--- src/rtl/mem_arb_pkg.sv ---
// Shared constants and types for the three-client memory request arbiter.
package mem_arb_pkg;
  localparam int NCLIENTS   = 3;
  localparam int DEF_WIDTH  = 8;
  localparam int DEF_AW     = 4;
  localparam int TAG_STAGES = 2;

  typedef logic [1:0] cidx_t;

  typedef struct packed {
    logic  vld;
    logic  rd;
    cidx_t idx;
  } tag_t;

  // Client index k positions after p, wrapping over the client count.
  function automatic cidx_t rr_next(input cidx_t p, input int k);
    int s;
    s = (int'(p) + k) % NCLIENTS;
    return s[1:0];
  endfunction
endpackage

--- src/rtl/rr_arbiter3.sv ---
// Three-way round-robin grant logic with the last-granted pointer register.
module rr_arbiter3
  import mem_arb_pkg::*;
(
  input  logic                clk,
  input  logic                rst,
  input  logic [NCLIENTS-1:0] req_valid,
  output logic [NCLIENTS-1:0] grant,
  output logic                grant_vld,
  output cidx_t               grant_idx
);
  cidx_t ptr;
  cidx_t idx;

  // Walk from the farthest candidate to the nearest so the nearest valid wins.
  always_comb begin
    grant     = '0;
    grant_vld = 1'b0;
    grant_idx = ptr;
    idx       = ptr;
    for (int k = NCLIENTS; k >= 1; k--) begin
      idx = rr_next(ptr, k);
      if (rst && req_valid[idx]) begin
        grant_vld = 1'b1;
        grant_idx = idx;
      end
    end
    if (grant_vld) grant[grant_idx] = 1'b1;
  end

  // Reset to the last client so client 0 has first priority.
  always_ff @(posedge clk or negedge rst) begin
    if (!rst)           ptr <= cidx_t'(NCLIENTS - 1);
    else if (grant_vld) ptr <= grant_idx;
  end
endmodule

--- src/rtl/mem_req_arbiter.sv ---
// Arbitrates three clients onto one synchronous memory port and routes read data back.
module mem_req_arbiter
  import mem_arb_pkg::*;
#(
  parameter int WIDTH = DEF_WIDTH,
  parameter int AW    = DEF_AW
) (
  input  logic                      clk,
  input  logic                      rst,
  input  logic [NCLIENTS-1:0]       req_valid,
  output logic [NCLIENTS-1:0]       req_ready,
  input  logic [NCLIENTS-1:0]       req_we,
  input  logic [NCLIENTS*AW-1:0]    req_addr,
  input  logic [NCLIENTS*WIDTH-1:0] req_wdata,
  output logic [NCLIENTS-1:0]       rsp_valid,
  output logic [WIDTH-1:0]          rsp_data,
  output logic                      mem_en,
  output logic                      mem_we,
  output logic [AW-1:0]             mem_addr,
  output logic [WIDTH-1:0]          mem_wdata,
  input  logic [WIDTH-1:0]          mem_rdata
);
  logic [NCLIENTS-1:0][AW-1:0]    addr_v;
  logic [NCLIENTS-1:0][WIDTH-1:0] wdata_v;
  logic                           grant_vld;
  cidx_t                          grant_idx;
  tag_t                           tag_in;
  tag_t [TAG_STAGES:1]            tag_pipe;

  assign addr_v  = req_addr;
  assign wdata_v = req_wdata;

  rr_arbiter3 u_arb (
    .clk       (clk),
    .rst       (rst),
    .req_valid (req_valid),
    .grant     (req_ready),
    .grant_vld (grant_vld),
    .grant_idx (grant_idx)
  );

  // Address and data hold across idle cycles; only the enables drop.
  always_ff @(posedge clk or negedge rst) begin
    if (!rst) begin
      mem_en    <= 1'b0;
      mem_we    <= 1'b0;
      mem_addr  <= '0;
      mem_wdata <= '0;
    end else begin
      mem_en <= grant_vld;
      mem_we <= grant_vld & req_we[grant_idx];
      if (grant_vld) begin
        mem_addr  <= addr_v[grant_idx];
        mem_wdata <= wdata_v[grant_idx];
      end
    end
  end

  assign tag_in = '{vld: grant_vld, rd: ~req_we[grant_idx], idx: grant_idx};

  // Stage 1 lines up with the memory access, stage 2 with the returned data.
  always_ff @(posedge clk or negedge rst) begin
    if (!rst) tag_pipe <= '0;
    else      tag_pipe <= {tag_pipe[TAG_STAGES-1:1], tag_in};
  end

  always_comb begin
    rsp_valid = '0;
    for (int i = 0; i < NCLIENTS; i++)
      rsp_valid[i] = tag_pipe[TAG_STAGES].vld && tag_pipe[TAG_STAGES].rd &&
                     (tag_pipe[TAG_STAGES].idx == cidx_t'(i));
  end

  assign rsp_data = mem_rdata;
endmodule

--- config.mk ---
export PLATFORM = sky130hd
export DESIGN_NAME = mem_req_arbiter
export DESIGN_NICKNAME = d
export VERILOG_FILES = /design/src/rtl/mem_arb_pkg.sv /design/src/rtl/rr_arbiter3.sv /design/src/rtl/mem_req_arbiter.sv
export SDC_FILE = /design/constraint.sdc
export NUM_CORES = 1
export LEC_CHECK = 0
export BUFFER_PORTS_ARGS = -buffer_cell sky130_fd_sc_hd__buf_4
export CAP_MARGIN = 20
export CORE_MARGIN = 2
export CORE_UTILIZATION = 48
export DETAILED_ROUTE_END_ITERATION = 12
export PLACE_DENSITY_LB_ADDON = 0.15
export SLEW_MARGIN = 5
export SYNTH_ARGS = -nofsm -noshare
export SYNTH_HDL_FRONTEND = slang
export SYNTH_SLANG_ARGS = --single-unit
--- constraint.sdc ---
create_clock -name clk -period 5.48 [get_ports clk]
set_clock_uncertainty 0.05 [all_clocks]
set_input_delay 0 -clock clk [delete_from_list [all_inputs] [get_ports clk]]
set_output_delay 0 -clock clk [all_outputs]
set_load 0.03 [all_outputs]
==> flow_metrics.tcl <==
set metrics [dict create \
    critical_path_buf_inv_count 3 \
    nFillCells 183 \
    final_max_slew_viol_count 0 \
    syn-instance-count 146 \
    numCtsBuffers 3 \
    cts_resized 0 \
    die_h_um 59.98 \
    ys_ff_latch 23 \
    rsz0062_at_grt "false" \
    synthTopCellsByCount "dfrtp_1, inv_1, nand2_1" \
    drcViolationCount 0 \
    power.switching_mw 0.6334 \
    dieArea_um2 3597 \
    start_util_pct 49.67 \
    cp_data_arrival_time_ns 3.75 \
    vias_per_cell 5.163 \
    grt_overflow 0 \
    final_cell_count_no_fill 283 \
    crit_slowest_cell "o31ai_2" \
    critical_path.max_fanout 14 \
    core_um2 3028 \
    synth.distinct_cells 37 \
    fmax_mhz 278.9 \
    wl_met1_mm 1.622 \
    antenna_found_initial 0 \
    swShare_pct 45.88 \
    clkTransAtPathRegs_ns 0.14 \
    synthToLayoutAreaGrowth_pct 55.08 \
    ctsHtreeMaxLevel 1 \
    ctsRootBufferMaster "clkbuf_4" \
    drt_iter0_markers 52 \
    dp_cells 238 \
    synth_edf_count 0 \
    grt_pass1_vias 1402 \
    netlist_area_um2 1504 \
    seq_area_frac_synth_pct 38.35 \
    maxCapViolCount 0 \
    ant_nets 0 \
    p_leak_nw 1.161 \
    worstMarginPinSlew_ns 0.9860 \
    yosysWarnings 0 \
    p_seq_share_pct 21.9 \
    n_antenna_cell 0 \
    combPwrFrac_pct 72.1 \
    relSlewSlack_pct 33.87 \
    criticalPathCategory "reg -> reg" \
    grt_max_degree 33 \
    grt_pass1_wl_mm 6.437 \
    rows 20 \
    wl_mm 4.108 \
    synth.avg_cell_area_um2 10.30 \
    gp_congestion 0.7603 \
    tns_ns 0 \
    power_frac_clock_pct 6.0 \
    setup_viol 0 \
    synthTopCellsByArea "dfrtp_1, mux2i_1, o221ai_2, inv_1, buf_4" \
    critical_path.top_delay_family "compound AO/OA/AOI/OAI gates" \
    dr.pass1.iters 4 \
    cts_tree "done" \
    highest_layer "met4" \
    max_stage_delay_ns 0.81 \
    hpwl_mm 2.624 \
    cp-end-kind "flip-flop" \
    clock_sinks 23 \
    p_per_area_nw_per_um2 591.9 \
    timing.final.crit_share_pct 65.44 \
    wl_met3_um 240 \
    worstPathRequired_ns 5.64 \
    yosysTopAreaCell "dfrtp_1" \
    postSynth.asyncResetShare_pct 100.0 \
    grtUsageTotal_pct 23.87 \
    clk_latency_ns 0.32 \
    worstHoldPathType "in -> reg" \
    route.vias.total 1461 \
    synth_top_cell_area_share_pct 36.61 \
    drive_above_1_share_pct 35.56 \
    crit_chain "inv_1 -> ha_1 -> mux2i_1 -> o21ai_0 -> o31ai_2 -> inv_2 -> nand3_2 -> o221ai_1 -> dlygate4sd3_1" \
    synth_nets 202 \
    wl_per_cell_um 14.52 \
    hold_violations 0 \
    num_io_pins 80 \
    ir_worst_vdd_v 0.0003005 \
    finalCriticalPeriod_ns 3.586 \
    synth_most_common_cell "dfrtp_1" \
    die_x_um 59.98 \
    p_int_mw 0.7471 \
    clockBufferDepth 2 \
    synthFlopType "dfrtp_1" \
    port_buffers 63 \
    wl_met2_mm 2.161 \
    nets 296 \
    startpoint_type "flip-flop" \
    status "complete, no violations" \
]
-- cell families after synthesis --
family | count (synthesis) | synth area share, %
AO/OA/AOI/OAI | 29 | 19.14
adder cells (fa/ha/maj) | 4 | 3.328
buffers and inverters | 37 | 14.81
flip-flops | 23 | 38.35
multiplexers | 16 | 10.65
AND/OR/NAND/NOR | 37 | 13.73
-- path summary, 6_finish.rpt --
kind | slack [ns] | from | endpoint | depth (start not counted)
hold / removal | 0.01 | req_we[0] | mem_we$_DFF_PN0_ | 3
hold reg to reg | 0.32 | tag_pipe[0]$_DFF_PN0_ | tag_pipe[4]$_DFF_PN0_ | 0
setup reg to reg | 1.89 | u_arb.ptr[1]$_DFFE_PN1P_ | mem_addr[3]$_DFFE_PN0P_ | 9
max in group asynchronous | 5.00 | rst | u_arb.ptr[1]$_DFFE_PN1P_ | 2
min in group asynchronous | 0.07 | rst | mem_wdata[3]$_DFFE_PN0P_ | 2
setup / recovery | 1.89 | u_arb.ptr[1]$_DFFE_PN1P_ | mem_addr[3]$_DFFE_PN0P_ | 9
-- layout by cell type (no fill, tap or decap), drive strengths merged --
master	count
clkinv	1
dlygate4sd3	41
and2	3
dfrtp	22
mux2i	16
o22ai	2
nor3	1
nand2	17
nor2	3
nand2b	3
nand3	2
nand3b	2
a211oi	1
nor2b	3
a21boi	1
clkbuf	3
dfstp	1
a21oi	3
buf	63
o221ai	15
o21ai	3
and3b	1
o31ai	2
o32ai	1
nor3b	2
inv	22
ha	4
o21a	1
-- through the flow --
step / area [µm²] / hold WS (ns) / power, mW / setup WS (ns) / util (%)
2_1_floorplan: 1504 / -0.3456 / 0.9722 / 3.081 / -
3_3_place_gp: 1894 / -0.1134 / 1.091 / 2.651 / 62.56
4_1_cts: 2332 / 0.001440 / 1.358 / 1.941 / 77.02
5_1_grt: 2332 / 0.005870 / 1.472 / 1.606 / 77.02
6_report: 2332 / 0.01173 / 1.380 / 1.894 / 77.02
3_5_place_dp: 1894 / -0.1010 / 1.115 / 2.523 / 62.56
-- per-layer routing --
metal,GRT usage (%),vias up
met5,0,-
met4,7.937,0
met3,4.545,11
met2,41.77,70
met1,29.23,699
li1,-,681
-- final cells by class --
class	count	area, µm²	area share (%)
clock buffer	3	22.52	0.9657
inverter	22	85.08	3.648
tap	44	55.05	2.361
clock inverter	1	5.005	0.2146
multi-input combinational	86	704.4	30.20
timing repair buffer	104	883.3	37.88
sequential	23	576.8	24.73
-- power by group through the flow --
stage	combinational (mW)	clock, mW	sequential [mW]
CTS	0.975	0.0819	0.302
detailed placement	0.810	0	0.304
global route	1.07	0.0883	0.311
global placement	0.789	0	0.302
floorplan	0.587	0	0.385
finish	0.995	0.0823	0.303
-- worst min-delay path: stages --
cell and delay (ns):
buf_4 0.08, mux2i_1 0.09, o22ai_1 0.17
-- state kept, by name, summed over array words and instances (netlist names) --
name,count
tag_pipe,8
mem_we,1
u_arb.ptr,2
mem_wdata,8
mem_addr,4
-- timing repair --
| action | 4_1_cts | 5_1_grt |
|---|---|---|
| hold endpoints to repair | 45 | 0 |
| setup buffers | 0 | 0 |
| hold buffers | 41 | 0 |
Note: power is estimated with default switching activity, not from simulation.
